File: src/rtl/shifter_2d_drain.sv
// Parallel-load, serial-unload word bank: random-access writes while idle, then a
// valid/ready drain of a programmable number of words starting at slot 0.
module shifter_2d_drain #(
  parameter int unsigned tamanyo = 32,
  parameter int unsigned size    = 8,
  localparam int unsigned SelW   = $clog2(tamanyo),
  localparam int unsigned CntW   = $clog2(tamanyo + 1)
) (
  input  logic            clock,
  input  logic            reset,
  input  logic            clear,
  input  logic            wr_en,
  input  logic [SelW-1:0] wr_sel,
  input  logic [size-1:0] wr_data,
  input  logic            start,
  input  logic [CntW-1:0] longitud,
  input  logic            ready_in,
  output logic [size-1:0] salida_serie,
  output logic            salida_valida,
  output logic            busy,
  output logic            done
);

  typedef enum logic [1:0] {StIdle, StDrain, StDone} state_e;

  state_e          state_q, state_d;
  logic [CntW-1:0] cnt_q, cnt_d;
  logic [size-1:0] bank_q [tamanyo];
  logic [size-1:0] bank_d [tamanyo];

  always_comb begin
    state_d = state_q;
    cnt_d   = cnt_q;
    bank_d  = bank_q;
    unique case (state_q)
      StIdle: begin
        // Write lands on the same edge as start, so the drain sees it.
        if (wr_en && (32'(wr_sel) < tamanyo)) begin
          bank_d[wr_sel] = wr_data;
        end
        if (start && (longitud != '0)) begin
          state_d = StDrain;
          cnt_d   = (longitud > CntW'(tamanyo)) ? CntW'(tamanyo) : longitud;
        end
      end
      StDrain: begin
        if (ready_in) begin
          for (int unsigned i = 0; i < tamanyo - 1; i++) begin
            bank_d[i] = bank_q[i+1];
          end
          bank_d[tamanyo-1] = '0;
          cnt_d = cnt_q - CntW'(1);
          if (cnt_q == CntW'(1)) begin
            state_d = StDone;
          end
        end
      end
      StDone:  state_d = StIdle;
      default: state_d = StIdle;
    endcase
    // Synchronous clear beats every other input.
    if (!clear) begin
      state_d = StIdle;
      cnt_d   = '0;
      for (int unsigned i = 0; i < tamanyo; i++) begin
        bank_d[i] = '0;
      end
    end
  end

  always_ff @(posedge clock or negedge reset) begin
    if (!reset) begin
      state_q <= StIdle;
      cnt_q   <= '0;
      for (int unsigned i = 0; i < tamanyo; i++) begin
        bank_q[i] <= '0;
      end
    end else begin
      state_q <= state_d;
      cnt_q   <= cnt_d;
      for (int unsigned i = 0; i < tamanyo; i++) begin
        bank_q[i] <= bank_d[i];
      end
    end
  end

  assign salida_serie  = bank_q[0];
  assign salida_valida = (state_q == StDrain);
  assign busy          = (state_q != StIdle);
  assign done          = (state_q == StDone);

endmodule

File: config.mk
export PLATFORM = sky130hd
export DESIGN_NAME = shifter_2d_drain
export DESIGN_NICKNAME = d
export VERILOG_FILES = /design/src/rtl/shifter_2d_drain.sv
export SDC_FILE = /design/constraint.sdc
export NUM_CORES = 1
export LEC_CHECK = 0
export ABC_CLOCK_PERIOD_IN_PS = 2300
export CELL_PAD_IN_SITES_DETAIL_PLACEMENT = 0
export CELL_PAD_IN_SITES_GLOBAL_PLACEMENT = 1
export CORE_UTILIZATION = 50
export DETAILED_ROUTE_END_ITERATION = 10
export PLACE_DENSITY = 0.81
export SYNTH_ARGS = -nofsm -noshare
export SYNTH_HDL_FRONTEND = slang
export SYNTH_SLANG_ARGS = --single-unit
File: constraint.sdc
create_clock -name clock -period 2.3 [get_ports clock]
set_input_delay 0.23 -clock clock [delete_from_list [all_inputs] [get_ports clock]]
set_output_delay 0.23 -clock clock [all_outputs]
set_load 0.01 [all_outputs]
; Word-level counts from Yosys, hierarchy flattened
; Index checks and enable logic that the tools add are counted.
[word_totals]
latchBits = 0
ram_bits = 0
elab_cells = 72
rom_bits = 0
mem_count = 0
output_inout_bits = 11
input_bits = 25
reg_bits = 264
[classes]
bitwise = 1
magnitude_cmp = 3
muxes = 17
div = 0
multipliers = 0
n_eq_ne = 8
addsub = 1
reduce_logical = 8
n_shift = 0
[ops]
columns = op, count
row1 = $mux 256, 3
row2 = $pmux 256 s2, 1
row3 = $bwmux 256, 1
row4 = $demux 8 s5, 1
row5 = $mux 6, 4
row6 = $pmux 6 s2, 1
row7 = $ne 3x3->1 const B, 3
row8 = $reduce_and 3->1, 3
row9 = $mux 2, 4
row10 = $mux 8, 1
row11 = $eq 6x1->1 const B, 1
row12 = $ge 6x6->1 const B, 1
row13 = $gt 6x6->1 const B, 1
row14 = $lt 6x1->1 const B, 1
row15 = $not 5->6, 1
row16 = $reduce_bool 6->1, 1
row17 = $sub 6x1->6 const B, 1
row18 = $pmux 2 s2, 1
row19 = $ne 3x1->1 const B, 1
row20 = $ne 3x2->1 const B, 1
row21 = $eq 2x1->1 const B, 1
row22 = $eq 2x2->1 const B, 1
row23 = $logic_and 1x1->1, 2
row24 = $logic_not 2->1, 1
row25 = $reduce_bool 2->1, 1

; Logic depth before layout (Yosys ltp)
; Gate-level depths: netlist of the first run.
[logic_depth]
word_depth = 9
ltp_mapped = 8
ltp_nobuf = 6

; Worst setup path before layout of the first run
; No wires, ideal clock.
[synth_path]
kind = register to register
from = reg cnt_q[0]
to = reg cnt_q[4]
required_ps = 2213
period_less_slack_ps = 1783
setup_ps = 87
slack_ps = 517
stages_incl_launch_ff = 7
arrival_ps = 1697
path_buffers = 0
cell_sequence = dfrtp_1 > inv_1 > ha_1 > inv_1 > or3_1 > or4b_2 > o211ai_1
[synth_via]
elab_chain_cells = 4
[synth_lines]
columns = item, line_no
row1 = start: declaration, 27  ; logic [CntW-1:0] cnt_q, cnt_d;
row2 = start signal: assignment, 80  ; cnt_q <= cnt_d;
row3 = $sub 6x1->6, 52  ; cnt_d = cnt_q - CntW'(1);
row4 = $mux 6, 47  ; if (ready_in) begin
row5 = $pmux 6 s2, 35  ; unique case (state_q)
row6 = $mux 6, 62  ; if (!clear) begin
; No other way between the ends. The select of a mux whose other input is x is not followed.
; A chain may end at the register's enable or synchronous reset.

; Final worst setup path of the first run
[layout_path]
from = reg state_q[1]
to = out salida_valida
[layout_via]
elab_chain_cells = 1
[layout_lines]
columns = item, line_no
row1 = start: declaration, 26  ; state_e state_q, state_d;
row2 = start signal: assignment, 73  ; state_q <= StIdle;
row3 = start signal: assignment, 79  ; state_q <= state_d;
row4 = $eq 2x1->1, 88  ; assign salida_valida = (state_q == StDrain);
row5 = end: declaration, 19  ; output logic salida_valida,
; No other way between the ends.

==> results.md, run 1 <==
* Fraction of layout instances using a drive strength above 1 at between 20% and 30%
* Post-synthesis mux area share at 21.4%
* Fin crit period at 2150 ps
* Status: complete, but fails checks
* Overflow after GRT at 0
* Post-route design area at around 15000 sq um
* TritonCTS clock tree: done
* Yosys cell types at 48
* Core area at 26300 sq um
* Routed Wire Length at 30.3 mm
* Post-Synth Adder-Cell Area at 0.185%
* Failing checks: design-rule violations
* Critical path type: flop to output port
* Simple-Gate Fraction of Synth Area at between 10 and 15%
* Synth Area per Inst at 10.5 sq um
* Area leader, netlist: dfrtp_1
* Critical path arrival at approximately 1900 ps
* Root Buffer: clkbuf_16
* Sequential fraction of the synthesis area at 49.0%
* Largest family of logic cells by synthesized area: multiplexers
* Worst slew margin at 56.6%
* Final Max Tran Viols at 0
* Post-synth top area share at 49.0%
* Post-Synth XOR/XNOR Area at 0%
* Chip height at 166 um
* Leak at 0.00688 uW
* Drt first pass iters at 7
* Drt wl/cell at 18.2 um
* Clock transition at the registers of the reported paths at approximately 60 ps
* Input/output buffers at 35
* Max VDD drop at approximately 600 uV
* Syn-to-layout area delta at 13.4%
* Synth Area in Compound Gates at between 10 and 15%
* Clock sinks at 264
* First-pass GRT wire length at ~51 mm
* Final #Nets at 1340
* Top post-synthesis cells by area: dfrtp_1 (49%), mux2_2 (20%), o21ai_0 (9.3%), nand2_1 (8.0%), o21ai_4 (3.7%)
* Max clock buf depth at 3
* Initial Util at 51.3%
* RSZ-0062 raised after global routing: false
* Routability cong. at 0.817
* Part of the cycle the worst path needs at 93.5%
* Clock Latency Late Sink at 540 ps
* Largest net degree at the start of global routing at 89
* Ant. Diodes at 0
* Final Util at roughly 58%
* Synth Flop Type: dfrtp_1
* Iteration-0 DRC count of the detailed router at around 550
* Ports at 36
* Syn_nets at between 1000 and 1500
* Crit path required time at 2070 ps
* Via Count at 9473
* Dpl hpwl at 19.4 mm
* Post-synth EDFFs at 0
* Startpoint Class: flop
* Die footprint at 27600 sq um
* Ys async rst share at between 90% and 100%
* Total power at 10600 uW
* Final ANT Viol Nets at 0
* Total GRT Usage at between 20 and 25%
* PD cells at 691 nW/um^2
* CTS H-Tree Depth at 1
* Maxcap violations at 0
* RR Startpoint: state_q[1]$_DFFE_PN0P_
* Dpl cell area at ~14000 sq um
* Via density at 5.68
* Final Skew at 8.24 ps
* Worst hold path class: input port to async pin
* Antenna violations before repair at 2
* TNS Setup at 0 ps
* Post-synthesis cell area at 13500 sq um
* Synth Instances at between 1000 and 1500
* Critical path origin: state_q[1]$_DFFE_PN0P_
* Yosys warns at 0
* CP max FO at 8
* DRC errors left at 3
* Critical Path End Type: output port
* Final Setup Violations at 0
* Rows at slightly below 60
* Vias in the first global route at 9834
* Worst Tran Pin Value at 650 ps
* Endpoints failing hold at 0
* Synthesized flop and latch total at 264
* CTS buffer count at 29
* Maximum clock rate at 465 MHz
* Width of the die at 166 um
## synth_stat cells (2+ instances only)
library cell / number
or2_2: 2
o21ai_4: 31
nand3_1: 11
mux2i_1: 9
buf_1: 6
o211ai_1: 5
mux2_1: 10
clkbuf_1: 30
dfrtp_1: 264
nand2_1: 289
ha_1: 2
buf_4: 9
or3_1: 2
nor4_1: 2
nor2_1: 35
buf_6: 5
or3b_2: 3
mux2_2: 238
buf_2: 27
and2_1: 2
nand2b_1: 3
buf_8: 3
a21oi_1: 2
nor2b_1: 5
nor3_1: 4
or4_1: 2
o21ai_0: 250
and3b_1: 4
nand3b_1: 4
nor3b_1: 7
inv_1: 5
## registers in the layout, summed over array words and instances, names as in the netlist
signal / cells
bank_q: 248
cnt_q: 6
salida_serie: 8
state_q: 2
## report_power, final
part	switching, uW	internal (uW)
registers	36.9	4700
clock network	1820	2820
logic	741	452
## metrics by stage
stage	hold slack, ps	std cells	worst slack, ps
3_5_place_dp	212	1613	21.4
4_1_cts	236	1664	19.1
3_3_place_gp	214	1613	50.3
2_1_floorplan	-65.6	1288	517
6_report	212	1667	149
5_1_grt	242	1667	44.8
## final timing paths
kind	endpoint	slack, ps	cells past startpoint
worst min-delay path	cnt_q[2]$_DFFE_PN0P_	210	2
min in group clock	cnt_q[4]$_DFFE_PN0P_	360	3
worst max register to register	bank_q[185]$_DFFE_PN0P_	210	6
worst min register to register	bank_q[12]$_DFFE_PN0P_	490	1
max in group asynchronous	bank_q[81]$_DFFE_PN0P_	1290	3
worst max-delay path	salida_valida	150	3
## final cells by class
class / instances / area, sq um
fillers: 2283 / 11000
flip-flops and latches: 264 / 6610
multi-input cells: 939 / 6430
repair buffers: 74 / 876
clock buffers: 41 / 831
well taps: 335 / 419
clock inverters: 9 / 120
inverters: 5 / 18.8
## worst max-delay path, cell delays in order (launching register included)
cell,delay (ps)
dfrtp_1,470
nand2b_4,220
inv_2,130
clkdlybuf4s50_1,550
## logic make-up (layout without fill, tap and decap cells)
kind of cell / after synthesis / in the layout
adders and majority gates: 2 / 2
AOI/OAI and AO/OA: 298 / 298
and+or+nand+nor: 382 / 382
muxes: 257 / 257
buffers and inverters: 85 / 129
DFF: 264 / 264
## routing by layer
metal / routed length, um / up-vias / GRT usage, % / part of all wire [%]
met4: 666 / 4 / 5.11 / 2.2
li1: - / 4509 / - / -
met5: 27 / - / 0 / 0.089
met3: 1120 / 49 / 3.27 / 3.7
met2: 14500 / 142 / 37.6 / 48
met1: 14000 / 4769 / 31.5 / 46
## repair_timing
item	4_1_cts	5_1_grt
setup buffers	0	3
endpoints found under the setup margin	1	1
endpoints found under the hold margin	55	0
gates resized for setup	1	0
hold buffers	1	0
## placed cells by master (no fill, tap or decap), drive strengths merged, types with 2 or more instances in the layout
cell and instances:
ha 2, clkbuf 41, clkinv 6, mux2i 9, or2 2, nor4 2
a21oi 3, nand3 12, nor3b 7, bufinv 3, o211ai 5, nor3 4
mux2 248, clkdlybuf4s50 34, or4 2, dfrtp 264, and3b 4, nand2b 4
or3b 3, nand2 290, nand3b 4, and2 2, o21ai 282, nor2b 5
nor2 35, or3 2, inv 5, buf 39
No activity file was read; power rests on OpenSTA's default activity.
==> inputs of run 2 (changes only) <==
PLACE_DENSITY = unset   (was 0.81)
PLACE_DENSITY_LB_ADDON = 0.1   (was unset)
==> results.md, run 2 (synthesis gave the netlist of run 1 again) <==
* Status: complete, but fails checks (unchanged)
* Failing checks: design-rule violations (unchanged)
* Via density at 5.70 (was 5.68)
* Endpoints failing hold at 0 (unchanged)
* First-pass GRT wire length at 53.3 mm (was 51.4 mm)
* Crit path required time at 2070 ps (about the same)
* Syn-to-layout area delta at 14.1% (was 13.4%)
* Final Max Tran Viols at 0 (unchanged)
* Post-CTS Setup Inserts at 0 (unchanged)
* Vias in the first global route at 9938 (was 9834)
* Via Count at 9601 (was 9473)
* Maxcap violations at 0 (unchanged)
* Clock sinks at 264 (unchanged)
* Commonest non-fill, non-tap cells in the layout: nand2_1 (289), dfrtp_1 (263), o21ai_0 (250) (was nand2_1 (289), dfrtp_1 (264), o21ai_0 (250))
* Routability cong. at 0.818 (was 0.817)
* TNS Setup at 0 ps (unchanged)
* DP Worst Slack at -112 ps (was 21.4 ps)
* RSZ-0062 raised after global routing: false (unchanged)
* Worst Tran Pin Value at 659 ps (was 650 ps)
* Hold slack at 112 ps (was 212 ps)
* TritonCTS clock tree: done (unchanged)
* Core area at 26300 sq um (unchanged)
* Worst slew margin at 56.0% (was 56.6%)
* DRC errors left at 1 (was 3)
* CTS H-Tree Depth at 1 (unchanged)
* Max VDD drop at 501 uV (was 608 uV)
* Iteration-0 DRC count of the detailed router at 514 (was 554)
* Antenna violations before repair at 0 (was 2)
* Placed Cells at 1629 (was 1613)
* Final Setup Violations at 0 (unchanged)
* Routed Wire Length at 31.8 mm (was 30.3 mm)
* Setup ws final at 114 ps (was 149 ps)
* Chip height at 166 um (unchanged)
* Critical path arrival at 1960 ps (was 1920 ps)
* Clock Latency Late Sink at 550 ps (was 540 ps)
* Critical path type: flop to output port (unchanged)
* Fraction of layout instances using a drive strength above 1 at 28.0% (was 27.5%)
* Post-route insts no fill at 1683 (was 1667)
* Final #Nets at 1353 (was 1340)
* Overflow after GRT at 0 (unchanged)
* Die footprint at 27600 sq um (unchanged)
* Width of the die at 166 um (unchanged)
* CP max FO at 15 (was 8)
* Total GRT Usage at 23.8% (was 22.6%)
* Total power at 10400 uW (was 10600 uW)
* PD cells at 678 nW/um^2 (was 691 nW/um^2)
* Drt first pass iters at 8 (was 7)
* Worst hold path class: input port to async pin (unchanged)
* Maximum clock rate at 458 MHz (was 465 MHz)
* Most flop-heavy register: bank_q (unchanged)
* Initial Util at 51.3% (unchanged)
* Max clock buf depth at 3 (unchanged)
* Fin crit period at 2190 ps (was 2150 ps)
* Drt wl/cell at 18.9 um (was 18.2 um)
* Root Buffer: clkbuf_16 (unchanged)
* Dpl hpwl at 20.4 mm (was 19.4 mm)
* Ports at 36 (unchanged)
* CTS buffer count at 29 (unchanged)
* Rows at 59 (unchanged)
* Startpoint Class: flop (unchanged)
* Ant. Diodes at 0 (unchanged)
* Final ANT Viol Nets at 0 (unchanged)
* Critical Path End Type: output port (unchanged)
* Largest register FFs at 248 (unchanged)
* Clock transition at the registers of the reported paths at 60 ps (about the same)
* Final Skew at 16.9 ps (was 8.24 ps)
* Leak at 0.00694 uW (was 0.00688 uW)
* Largest net degree at the start of global routing at 99 (was 89)
* Commonest non-fill, non-tap cell in the layout: nand2_1 (unchanged)
* Part of the cycle the worst path needs at 95.0% (was 93.5%)
* Input/output buffers at 35 (unchanged)
run 2: path summary, 6_finish.rpt:
path,from,endpoint,slack [ps],cells past startpoint
worst max-delay path,state_q[1]$_DFFE_PN0P_,salida_valida,110,3
worst max register to register,state_q[0]$_DFFE_PN0P_,bank_q[242]$_DFFE_PN0P_,360,5
max in group asynchronous,reset,bank_q[113]$_DFFE_PN0P_,1400,3
worst min register to register,bank_q[175]$_DFFE_PN0P_,bank_q[175]$_DFFE_PN0P_,490,1
min in group clock,longitud[4],cnt_q[4]$_DFFE_PN0P_,350,3
worst min-delay path,reset,cnt_q[4]$_DFFE_PN0P_,110,2
run 2: worst max-delay path: stages (launching register included):
cell and delay [ps]:
dfrtp_1 380, nand2b_4 250, inv_1 210, clkdlybuf4s50_1 570
run 2: stage by stage:
stage	cell area [sq um]	utilization (%)
3_5_place_dp	14500	55.1
4_1_cts	15400	58.6
5_1_grt	15400	58.6
3_3_place_gp	14500	55.1
6_report	15400	58.6
2_1_floorplan	13500	-
run 2: area by class of cell:
| class | instances | area [sq um] |
|---|---|---|
| Fill cell | 2263 | 10900 |
| Sequential cell | 264 | 6610 |
| Multi-Input combinational cell | 939 | 6430 |
| Timing Repair Buffer | 87 | 1010 |
| Clock buffer | 44 | 832 |
| Tap cell | 335 | 419 |
| Clock inverter | 9 | 77.6 |
| Inverter | 5 | 18.8 |
run 2: per-layer routing:
layer	vias to the layer above	wire, um	track usage (%)
met4	0	486	4.75
met5	-	0	0
li1	4565	-	-
met1	4868	15000	33.4
met2	132	15300	39.8
met3	36	1080	2.86
run 2: report_power, final:
group	switching, uW	internal [uW]
Sequential	38.1	4700
Clock	1870	2600
Combinational	760	473
Total	2670	7770
run 2: repair_timing:
item	4_1_cts	5_1_grt
endpoints found under the setup margin	0	1
hold buffers	1	0
hold endpoints to repair	264	0
gates resized for setup	0	1
